`config.mk`:
```
export PLATFORM = sky130hd
export DESIGN_NAME = rv_fetch_unit
export DESIGN_NICKNAME = d
export VERILOG_FILES = /design/src/rtl/rv_pkg.sv /design/src/rtl/rv_sync_fifo.sv /design/src/rtl/rv_fetch_unit.sv
export SDC_FILE = /design/constraint.sdc
export NUM_CORES = 1
export LEC_CHECK = 0
export ABC_CLOCK_PERIOD_IN_PS = 3350
export CAP_MARGIN = 20
export CORE_MARGIN = 2
export CORE_UTILIZATION = 40
export DETAILED_ROUTE_END_ITERATION = 7
export PLACE_DENSITY = 0.62
export SYNTH_ARGS = -nofsm -noshare
export SYNTH_HDL_FRONTEND = slang
export SYNTH_SLANG_ARGS = --single-unit
```
`constraint.sdc`:
```
create_clock -name clk -period 3.35 [get_ports clk]
set_input_delay 0.5025 -clock clk [delete_from_list [all_inputs] [get_ports clk]]
set_output_delay 0.5025 -clock clk [all_outputs]
set_load 0.1 [all_outputs]
```
`src/rtl/rv_pkg.sv`:
```
// Shared definitions for the RV32E fetch front end.
//   - default widths and reset PC
//   - fetch state encoding
//   - prefetch entry layout for the default 32-bit PC width
//   - canonical NOP encoding (addi x0, x0, 0)
package rv_pkg;

  localparam int unsigned XLEN_DEFAULT = 32;
  localparam int unsigned INSTR_W      = 32;

  localparam logic [XLEN_DEFAULT-1:0] RESET_PC_DEFAULT = 32'h0000_0000;
  localparam logic [INSTR_W-1:0]      NOP_INSTR        = 32'h0000_0013;

  typedef enum logic [1:0] {
    BOOT  = 2'd0,
    RUN   = 2'd1,
    FAULT = 2'd2
  } fetch_state_t;

  typedef struct packed {
    logic [XLEN_DEFAULT-1:0] pc;
    logic [INSTR_W-1:0]      instr;
    logic                    fault;
  } fetch_entry_t;

endpackage

```
`src/rtl/rv_sync_fifo.sv`:
```
// Synchronous FIFO with registered storage and no bypass: a word pushed at
// an edge is visible on rdata_o after that edge.
// Ports:
//   clk_i, rst_ni      clock, synchronous active-low reset
//   push_i / wdata_i   write request and data
//   pop_i              read-advance request (ignored when empty)
//   clear_i            drop all entries (wins over push/pop)
//   rdata_o            head entry (undefined content when empty)
//   full_o, empty_o    status flags
//   count_o            number of entries held
// A push while full is accepted only together with a pop.
module rv_sync_fifo #(
  parameter int unsigned WIDTH = 8,
  parameter int unsigned DEPTH = 4,
  parameter int unsigned CNT_W = $clog2(DEPTH) + 1
) (
  input  logic             clk_i,
  input  logic             rst_ni,
  input  logic             push_i,
  input  logic             pop_i,
  input  logic             clear_i,
  input  logic [WIDTH-1:0] wdata_i,
  output logic [WIDTH-1:0] rdata_o,
  output logic             full_o,
  output logic             empty_o,
  output logic [CNT_W-1:0] count_o
);

  localparam int unsigned PTR_W = $clog2(DEPTH);

  logic [WIDTH-1:0] mem_q [DEPTH];
  logic [PTR_W-1:0] wr_ptr_q, wr_ptr_d;
  logic [PTR_W-1:0] rd_ptr_q, rd_ptr_d;
  logic [CNT_W-1:0] count_q, count_d;
  logic             do_push, do_pop;

  assign empty_o = (count_q == '0);
  assign full_o  = (count_q == CNT_W'(DEPTH));
  assign count_o = count_q;
  assign rdata_o = mem_q[rd_ptr_q];

  assign do_pop  = pop_i && !empty_o;
  assign do_push = push_i && (!full_o || do_pop);

  // DEPTH is a power of two, so pointers wrap naturally.
  always_comb begin
    wr_ptr_d = wr_ptr_q;
    rd_ptr_d = rd_ptr_q;
    count_d  = count_q;
    if (clear_i) begin
      wr_ptr_d = '0;
      rd_ptr_d = '0;
      count_d  = '0;
    end else begin
      if (do_push) wr_ptr_d = wr_ptr_q + PTR_W'(1);
      if (do_pop)  rd_ptr_d = rd_ptr_q + PTR_W'(1);
      count_d = count_q + CNT_W'(do_push) - CNT_W'(do_pop);
    end
  end

  always_ff @(posedge clk_i) begin
    if (!rst_ni) begin
      wr_ptr_q <= '0;
      rd_ptr_q <= '0;
      count_q  <= '0;
    end else begin
      wr_ptr_q <= wr_ptr_d;
      rd_ptr_q <= rd_ptr_d;
      count_q  <= count_d;
    end
  end

  // Storage is not reset; the consumer gates the head with empty_o.
  always_ff @(posedge clk_i) begin
    if (do_push && !clear_i) begin
      mem_q[wr_ptr_q] <= wdata_i;
    end
  end

endmodule

```
`src/rtl/rv_fetch_unit.sv`:
```
// Instruction-fetch front end: issues in-order word fetches over a
// ready/valid memory port, buffers responses in a prefetch FIFO and hands
// (pc, instr, fault) entries to decode.
// Ports:
//   clk, rst                      clock, synchronous active-low reset
//   imem_req_valid/ready/addr     fetch request channel
//   imem_rsp_valid/data/err       in-order response channel (no backpressure)
//   redirect_valid/redirect_pc    branch/jump/trap redirect pulse
//   if_valid/if_ready             decode handshake
//   if_instr/if_pc/if_fault       head entry presented to decode
//   debug_pc                      next address to request
//   pipeline_flush                one-cycle pulse after a redirect
//   fetch_stall                   fetch not making progress this cycle
//   occupancy                     FIFO entries held
//
// state | meaning
// BOOT  | first cycle after reset, no requests
// RUN   | issuing requests under the credit limit
// FAULT | bus error delivered; idle until redirect
module rv_fetch_unit
  import rv_pkg::*;
#(
  parameter int unsigned       XLEN       = XLEN_DEFAULT,
  parameter logic [XLEN-1:0]   RESET_PC   = XLEN'(RESET_PC_DEFAULT),
  parameter int unsigned       FIFO_DEPTH = 4,
  parameter int unsigned       CNT_W      = $clog2(FIFO_DEPTH) + 1
) (
  input  logic               clk,
  input  logic               rst,
  output logic               imem_req_valid,
  input  logic               imem_req_ready,
  output logic [XLEN-1:0]    imem_req_addr,
  input  logic               imem_rsp_valid,
  input  logic [INSTR_W-1:0] imem_rsp_data,
  input  logic               imem_rsp_err,
  input  logic               redirect_valid,
  input  logic [XLEN-1:0]    redirect_pc,
  output logic               if_valid,
  input  logic               if_ready,
  output logic [INSTR_W-1:0] if_instr,
  output logic [XLEN-1:0]    if_pc,
  output logic               if_fault,
  output logic [XLEN-1:0]    debug_pc,
  output logic               pipeline_flush,
  output logic               fetch_stall,
  output logic [CNT_W-1:0]   occupancy
);

  localparam int unsigned CRED_W = CNT_W + 1;

  typedef struct packed {
    logic [XLEN-1:0]    pc;
    logic [INSTR_W-1:0] instr;
    logic               fault;
  } entry_t;

  fetch_state_t     state_q;
  logic [XLEN-1:0]  fetch_pc_q, fetch_pc_d;
  logic [XLEN-1:0]  rsp_pc_q, rsp_pc_d;
  logic [CNT_W-1:0] outstanding_q, outstanding_d;
  logic [CNT_W-1:0] drop_cnt_q, drop_cnt_d;
  logic             flush_q;

  logic             req_fire, rsp_fire, rsp_accept, rsp_drop, fault_push;
  logic             fifo_pop, fifo_empty;
  logic [CNT_W-1:0] fifo_count;
  logic [CRED_W-1:0] credit_used;
  logic [XLEN-1:0]  redirect_target;
  entry_t           push_entry, head_entry;

  // The credit rule already keeps pushes off a full buffer; the flag and
  // the ignored low target bits are deliberately left unused.
  logic             unused_fifo_full;
  logic [1:0]       unused_redirect_lsb;
  assign unused_redirect_lsb = redirect_pc[1:0];

  assign redirect_target = {redirect_pc[XLEN-1:2], 2'b00};

  // Buffered plus in-flight words may never exceed the buffer size, so
  // every response has a slot waiting for it.
  assign credit_used    = {1'b0, fifo_count} + {1'b0, outstanding_q};
  assign imem_req_valid = (state_q == RUN) && (credit_used < CRED_W'(FIFO_DEPTH))
                          && !redirect_valid;
  assign imem_req_addr  = fetch_pc_q;
  assign req_fire       = imem_req_valid && imem_req_ready;

  // A response during a redirect belongs to the abandoned stream.
  assign rsp_fire   = imem_rsp_valid;
  assign rsp_accept = rsp_fire && !redirect_valid && (drop_cnt_q == '0);
  assign rsp_drop   = rsp_fire && !redirect_valid && (drop_cnt_q != '0);
  assign fault_push = rsp_accept && imem_rsp_err;

  assign push_entry = '{pc: rsp_pc_q, instr: imem_rsp_data, fault: imem_rsp_err};
  assign fifo_pop   = if_valid && if_ready;

  rv_sync_fifo #(
    .WIDTH ($bits(entry_t)),
    .DEPTH (FIFO_DEPTH),
    .CNT_W (CNT_W)
  ) u_prefetch (
    .clk_i   (clk),
    .rst_ni  (rst),
    .push_i  (rsp_accept),
    .pop_i   (fifo_pop),
    .clear_i (redirect_valid),
    .wdata_i (push_entry),
    .rdata_o (head_entry),
    .full_o  (unused_fifo_full),
    .empty_o (fifo_empty),
    .count_o (fifo_count)
  );

  assign if_valid  = !fifo_empty;
  assign if_instr  = if_valid ? head_entry.instr : '0;
  assign if_pc     = if_valid ? head_entry.pc    : '0;
  assign if_fault  = if_valid && head_entry.fault;
  assign occupancy = fifo_count;
  assign debug_pc  = fetch_pc_q;
  assign pipeline_flush = flush_q;
  assign fetch_stall = ((state_q == RUN) && !imem_req_valid)
                       || (imem_req_valid && !imem_req_ready);

  always_comb begin
    outstanding_d = outstanding_q + CNT_W'(req_fire) - CNT_W'(rsp_fire);
    drop_cnt_d    = drop_cnt_q;
    fetch_pc_d    = fetch_pc_q;
    rsp_pc_d      = rsp_pc_q;
    if (redirect_valid) begin
      // Everything still in flight after this edge is stale.
      drop_cnt_d = outstanding_d;
      fetch_pc_d = redirect_target;
      rsp_pc_d   = redirect_target;
    end else begin
      if (rsp_drop) begin
        drop_cnt_d = drop_cnt_q - CNT_W'(1);
      end else if (fault_push) begin
        // Words fetched past the faulting one must never reach decode.
        drop_cnt_d = outstanding_d;
      end
      if (req_fire)   fetch_pc_d = fetch_pc_q + XLEN'(4);
      if (rsp_accept) rsp_pc_d   = rsp_pc_q + XLEN'(4);
    end
  end

  always_ff @(posedge clk) begin
    if (!rst) begin
      state_q       <= BOOT;
      fetch_pc_q    <= RESET_PC;
      rsp_pc_q      <= RESET_PC;
      outstanding_q <= '0;
      drop_cnt_q    <= '0;
      flush_q       <= 1'b0;
    end else begin
      fetch_pc_q    <= fetch_pc_d;
      rsp_pc_q      <= rsp_pc_d;
      outstanding_q <= outstanding_d;
      drop_cnt_q    <= drop_cnt_d;
      flush_q       <= redirect_valid;
      if (redirect_valid) begin
        state_q <= RUN;
      end else begin
        case (state_q)
          BOOT:    state_q <= RUN;
          RUN:     if (fault_push) state_q <= FAULT;
          FAULT:   state_q <= FAULT;
          default: state_q <= BOOT;
        endcase
      end
    end
  end

endmodule

```
==> run metrics, run 1 <==
NumNets Final 1,234; standard cell core area 34,540 um^2; worst-case clock skew 0.02506 ns; share of synthesized registers carrying an async set or reset 0%; final antenna-violating net count 0; leftover overflow at the end of global routing 0; Die W 191.3 um; hold endpoint state_q[1]; GP Congestion 0.8354; Max transition margin 34.38%; initial antenna violation count 0; deepest clock path buffer count 3; number of max-cap violations 0; setup repair after global routing missed its margin false; clock period minus worst slack 2.996 ns; Detailed Route Iter0 Violations 498; Die Area 36,610 um^2; top post-synthesis cells by area sky130_fd_sc_hd__edfxtp_1 54%, sky130_fd_sc_hd__dfxtp_1 11%, sky130_fd_sc_hd__mux4_2 10%; Crit Reg-Reg Startpoint outstanding_q[2]; status completed; Mapped Cells 961; maximum clock frequency 333.8 MHz; data required time of the critical path 2.85 ns; DRT Pass-1 Iters 4; prevailing post-synth register cell sky130_fd_sc_hd__edfxtp_1; WHS 0.5168 ns; worst setup path class flop to output port; post-synthesis sequential area ratio 65.03%; number of warnings reported in the yosys synthesis log 0; fraction of the cycle the final worst path needs 89.42%; sum of negative setup slack 0 ns; Data arrival, critical path 2.49 ns; number of gates resized after CTS 0; wire per inst 19.78 um; type of origin of the critical path flop; Post-Synthesis Cell Area 14,040 um^2; register cell area after layout 9141 um^2; area taken by multi-input logic gates 4410 um^2; largest net degree at the start of global routing 65; element type at the critical path end output port; Worst Hold Class flop to flop; clock slew seen by the registers of the worst setup and hold paths 0.06 ns; number of distinct library cell variants in the gate-level netlist after synthesis 60; clock latency on the worst-skew pair 0.51 ns; startpoint of the most critical setup path outstanding_q[2]; TritonCTS buffer count 36; area overhead of the layout relative to synthesis 24.41%; Hold Path Depth 2; Placed Instances 1,562; clock tree from TritonCTS done; std cell rows 68; largest area contributor in the netlist sky130_fd_sc_hd__edfxtp_1; DRC violation count after routing 0; total routing resource utilization after global routing 17.63%; WL final 32,200 um; fraction of final layout cells with drive strength greater than 1 23.87%; Filler Cell Count 3,004; H-tree depth 2; post-route standard cell area excluding fillers 17,460 um^2; source of the worst hold timing path state_q[1]; total of endpoints with negative setup slack in the final report 0; via count 8,701; number of slew-limit violations in the final report 0; total of flip-flops plus latches after synthesis 330; Mean Syn Cell Area 14.61 um^2; slowest cell on the critical path sky130_fd_sc_hd__or4b_4; estimated wirelength of the detail-placed design 20,860 um; Post-synth EDFFs 252; Placed Instance Area 16,250 um^2; Tightest Pin Transition 0.9813 ns; clk sinks 330; reg2reg setup slack 0.37 ns; Initial Util 40.64%; maximum ir drop on the vdd rail 398.0 uV; number of top-level design ports 207; number of buffers inserted by port buffering 198; height of the chip 191.3 um; global-route wire length before repair 49,840 um; reported leakage power 6.019 nW; count of placed standard cells in the final layout, fillers left out 1,628; diode count 0; Final Hold Fails 0; postcts setup bufs 0; endpoint of the worst-slack reg-to-reg timing path drop_cnt_q[2]; Root Buffer sky130_fd_sc_hd__clkbuf_16; crit path max fanout 27; power density over cell area 632.9 nW/um^2; post-synth top area share 53.91%; worst stage delay on the critical path 0.52 ns; Cell Chain, Critical Path ha_4 -> or4b_4 -> nor4_4 -> inv_2 -> buf_4 -> and2_1 -> buf_12; vias in the first global route 8,763; R2R depth 13; CTS Hold Bufs 0; Via-to-Cell Ratio 5.345
[metal layers]
metal	GRT usage, %	wire, um	vias to the layer above
met5	0	0	-
met4	4.053	478	0
met3	3.011	2121	40
met2	28.39	14920	339
met1	25.04	14680	4311
li1	-	-	4011
[synth_stat cells, types with 19 or more instances]
cell	n
sky130_fd_sc_hd__buf_4	38
sky130_fd_sc_hd__nand3_1	28
sky130_fd_sc_hd__a21oi_1	38
sky130_fd_sc_hd__nand2_1	36
sky130_fd_sc_hd__clkbuf_1	36
sky130_fd_sc_hd__dfxtp_1	78
sky130_fd_sc_hd__and2_1	73
sky130_fd_sc_hd__o21ai_0	41
sky130_fd_sc_hd__inv_1	21
sky130_fd_sc_hd__xor2_1	19
sky130_fd_sc_hd__nand4_1	22
sky130_fd_sc_hd__mux4_2	63
sky130_fd_sc_hd__nor2_1	41
sky130_fd_sc_hd__edfxtp_1	252
[worst max path at each step]
stage                               end  slack (ns)  depth (start not counted)
final                       fetch_stall        0.35                          7
after global routing      drop_cnt_q[2]        0.17                         13
after CTS                   fetch_stall        0.32                          7
after detailed placement  drop_cnt_q[2]        0.34                         13
after global placement    drop_cnt_q[2]        0.34                         13
after floorplan           drop_cnt_q[2]        0.01                         14
[cells in the final DEF, fill, tap and decap left out, types with 3 or more instances in the layout]
master                            count
sky130_fd_sc_hd__edfxtp_1           252
sky130_fd_sc_hd__buf_4              122
sky130_fd_sc_hd__clkdlybuf4s50_1     91
sky130_fd_sc_hd__dfxtp_1             74
sky130_fd_sc_hd__and2_1              69
sky130_fd_sc_hd__mux4_2              63
sky130_fd_sc_hd__nor2_1              41
sky130_fd_sc_hd__o21ai_0             41
sky130_fd_sc_hd__a21oi_1             38
sky130_fd_sc_hd__clkbuf_16           37
sky130_fd_sc_hd__nand2_1             36
sky130_fd_sc_hd__nand3_1             28
sky130_fd_sc_hd__nand4_1             22
sky130_fd_sc_hd__inv_1               20
sky130_fd_sc_hd__xor2_1              19
sky130_fd_sc_hd__and3_1              16
sky130_fd_sc_hd__a31oi_1             16
sky130_fd_sc_hd__xnor2_1             15
sky130_fd_sc_hd__ha_1                15
sky130_fd_sc_hd__nor3_1              13
sky130_fd_sc_hd__clkinv_2            13
sky130_fd_sc_hd__buf_12              11
sky130_fd_sc_hd__or3_1                9
sky130_fd_sc_hd__nor4_1               6
sky130_fd_sc_hd__o21a_1               6
sky130_fd_sc_hd__conb_1               6
sky130_fd_sc_hd__a32oi_1              5
sky130_fd_sc_hd__a22oi_1              5
sky130_fd_sc_hd__mux2i_1              5
sky130_fd_sc_hd__bufinv_16            5
sky130_fd_sc_hd__and4_1               4
sky130_fd_sc_hd__a41oi_1              4
sky130_fd_sc_hd__a211oi_1             4
sky130_fd_sc_hd__and2_4               4
sky130_fd_sc_hd__o311ai_0             3
sky130_fd_sc_hd__a21boi_0             3
sky130_fd_sc_hd__dfxtp_4              3
sky130_fd_sc_hd__clkbuf_1             3
[worst max-delay path: cells and delay by family (launching register included)]
family	cells	cell delay [ns]
and+or+nand+nor	3	0.93
buffers and inverters	3	0.46
DFF	1	0.39
adders and majority gates	1	0.22
[metrics by stage]
stage	util [%]	worst slack, ns	power, mW
after floorplan	-	0.01227	6.567
after global placement	47.04	0.3365	7.150
after detailed placement	47.04	0.3381	7.170
after CTS	50.55	0.3179	11.18
after global routing	50.55	0.1651	11.46
final	50.55	0.3543	11.05
[cells by family after synthesis]
family,Yosys count,share of synthesized area (%)
flops,330,65.03
simple gates,265,10.56
compound gates,138,6.034
buf+inv,105,3.886
mux,70,10.62
xor+xnor,34,2.121
fa+ha+maj,18,1.711
other cells,1,0.02671
[power breakdown]
group          internal [mW]  leakage (nW)  switching [mW]
combinational          0.626          2.47            1.67
clock                   2.42         0.604            1.57
sequential              4.60          2.94           0.159
[state kept, by name, indices dropped and copies added (netlist names), 2 cells and up, named ones only]
register	cells
u_prefetch.count_o	3
outstanding_q	3
rsp_pc_q	30
state_q	2
drop_cnt_q	3
u_prefetch.wr_ptr_q	2
u_prefetch.rd_ptr_q	2
debug_pc	30
u_prefetch.mem_q	252
[final cells by class]
class,count,share of cell area [%]
inverter,22,0.4729
sequential,330,52.35
timing repair buffer,224,11.72
clock inverter,26,1.576
multi-input combinational,531,25.26
clock buffer,40,5.366
tap,455,3.260
Power figures use the tool's default switching activity.
==> run 2: changes to the inputs <==
--- a/config.mk
+++ b/config.mk
@@ -7,10 +7,11 @@
 export LEC_CHECK = 0
 export ABC_CLOCK_PERIOD_IN_PS = 3350
 export CAP_MARGIN = 20
-export CORE_MARGIN = 2
+export CORE_MARGIN = 5
 export CORE_UTILIZATION = 40
 export DETAILED_ROUTE_END_ITERATION = 7
-export PLACE_DENSITY = 0.62
+export DONT_BUFFER_PORTS = 1
+export PLACE_DENSITY = 0.54
 export SYNTH_ARGS = -nofsm -noshare
 export SYNTH_HDL_FRONTEND = slang
 export SYNTH_SLANG_ARGS = --single-unit
==> run 2 against run 1 <==
  * Sequential power about the same
  * Critical path type unchanged
  * Largest cell class unchanged
  * Critical path depth decreased by 2
  * Final area shrank 3.2%
  * Cell count shrank 6.4%
  * Maximum frequency is 4.8% lower
==> run metrics, run 2 (synthesis results as in run 1) <==
GP Congestion 0.8745 (+4.7%); max reg flops 252 (unchanged); std cell rows 68 (unchanged); height of the chip 197.3 um (+3.1%); Data arrival, critical path 2.65 ns (+0.16 ns); clock period minus worst slack 3.148 ns (+0.1525 ns); Via-to-Cell Ratio 5.430 (+1.6%); clock tree from TritonCTS done; post-layout utilization of the core 48.83% (-1.7 points); diode count 0 (unchanged); worst-case clock skew 0.01682 ns (-0.008242 ns); count of placed standard cells in the final layout, fillers left out 1,523 (-6.4%); register with the most flip-flops u_prefetch.mem_q; clk sinks 330 (unchanged); via count 8,270 (-5.0%); Detailed Route Iter0 Violations 404 (-19%); setup repair after global routing missed its margin false; sum of negative setup slack 0 ns (unchanged); area overhead of the layout relative to synthesis 20.45%; fraction of the cycle the final worst path needs 93.98% (+4.6 points); vias in the first global route 8,393 (-4.2%); number of max-cap violations 0 (unchanged); total routing resource utilization after global routing 16.61% (-1.0 points); deepest clock path buffer count 3 (unchanged); data required time of the critical path 2.85 ns (about the same); status completed; total of endpoints with negative setup slack in the final report 0 (unchanged); maximum clock frequency 317.6 MHz (-4.8%); maximum ir drop on the vdd rail 539.6 uV (+36%); Tightest Pin Transition 1.060 ns (+0.07851 ns); postcts setup bufs 0 (unchanged); Placed Instances 1,454 (-6.9%); crit path max fanout 64 (+140%); DRC violation count after routing 0 (unchanged); initial antenna violation count 0 (unchanged); standard cell core area 34,630 um^2 (+0.25%); final antenna-violating net count 0 (unchanged); Die Area 38,940 um^2 (+6.4%); commonest non-fill, non-tap cells in the layout 252 x sky130_fd_sc_hd__edfxtp_1, 79 x sky130_fd_sc_hd__buf_4, 69 x sky130_fd_sc_hd__and2_1; Worst Hold Class input port to flop; number of slew-limit violations in the final report 0 (unchanged); Tot Pwr 11.37 mW (+2.9%); element type at the critical path end output port; NumNets Final 1,128 (-8.6%); estimated wirelength of the detail-placed design 20,850 um (about the same); power density over cell area 672.7 nW/um^2 (+6.3%); H-tree depth 2 (unchanged); Max transition margin 28.38% (-6.0 points); Die W 197.3 um (+3.1%); global-route wire length before repair 50,800 um (+1.9%); reported leakage power 5.705 nW (-5.2%); clock slew seen by the registers of the worst setup and hold paths 0.06 ns (about the same); largest net degree at the start of global routing 65 (unchanged); leftover overflow at the end of global routing 0 (unchanged); WL final 32,870 um (+2.1%); Root Buffer sky130_fd_sc_hd__clkbuf_16; fraction of final layout cells with drive strength greater than 1 27.25% (+3.4 points); TritonCTS buffer count 38 (+5.6%); Final Hold Fails 0 (unchanged); clock latency on the worst-skew pair 0.52 ns (about the same); number of top-level design ports 207 (unchanged); number of buffers inserted by port buffering 0 (-100%); DRT Pass-1 Iters 5 (+1); type of origin of the critical path flop; most common cell after layout, fill and taps aside sky130_fd_sc_hd__edfxtp_1; R2R depth 13 (unchanged); Hold Path Depth 0 (-2); number of gates resized after CTS 0 (unchanged); WHS 0.07578 ns (-0.4411 ns); CTS Hold Bufs 0 (unchanged); worst setup path class flop to output port; Initial Util 40.54% (-0.10 points); wire per inst 21.59 um (+9.1%)
run 2: cell count changes in the layout (fill, tap and decap cells not counted), moves of 8 or more:
cell / delta
sky130_fd_sc_hd__buf_4: -43
sky130_fd_sc_hd__dfxtp_1: -30
sky130_fd_sc_hd__buf_12: +26
sky130_fd_sc_hd__dfxtp_2: +30
sky130_fd_sc_hd__clkinv_2: -8
sky130_fd_sc_hd__clkdlybuf4s50_1: -91
run 2: worst max-delay path: stages (launching register included):
cell and delay [ns]:
sky130_fd_sc_hd__dfxtp_4 0.35, sky130_fd_sc_hd__buf_4 0.30, sky130_fd_sc_hd__or3_2 0.20, sky130_fd_sc_hd__buf_4 0.63
sky130_fd_sc_hd__and2_1 0.29, sky130_fd_sc_hd__buf_4 0.31
run 2: final cells by class:
type | count | area, um^2
fillers | 2923 | 17720
flip-flops and latches | 330 | 9179
multi-input cells | 531 | 4412
repair buffers | 116 | 1334
clock buffers | 48 | 1062
well taps | 455 | 569.3
clock inverters | 21 | 269.0
inverters | 22 | 82.58
run 2: through the flow:
stage	cell area, um^2	setup slack, ns
after floorplan	14090	0.01227
after global placement	15580	0.3802
after detailed placement	15580	0.3742
after CTS	16910	0.08265
after global routing	16910	0.02779
final	16910	0.2018
run 2: path summary, 6_finish.rpt:
path                          from                endpoint  slack [ns]
max          u_prefetch.count_o[2]               if_pc[24]        0.20
min               imem_rsp_data[2]  u_prefetch.mem_q[3][3]        0.08
min reg2reg             state_q[1]              state_q[1]        0.51
max reg2reg       outstanding_q[2]           drop_cnt_q[2]        0.35
run 2: power breakdown:
part           internal (mW)  switching [mW]
sequential              4.61           0.139
combinational          0.618            1.66
clock                   2.72            1.62
total                   7.95            3.43
run 2: layer usage:
metal	vias to the layer above	global-route usage (%)	wire length, um	part of all wire (%)
met3	50	5.287	2821	8.6
met5	-	0	0	0
li1	3818	-	-	-
met1	4118	22.30	14250	43
met2	284	26.58	15170	46
met4	0	4.006	629	1.9
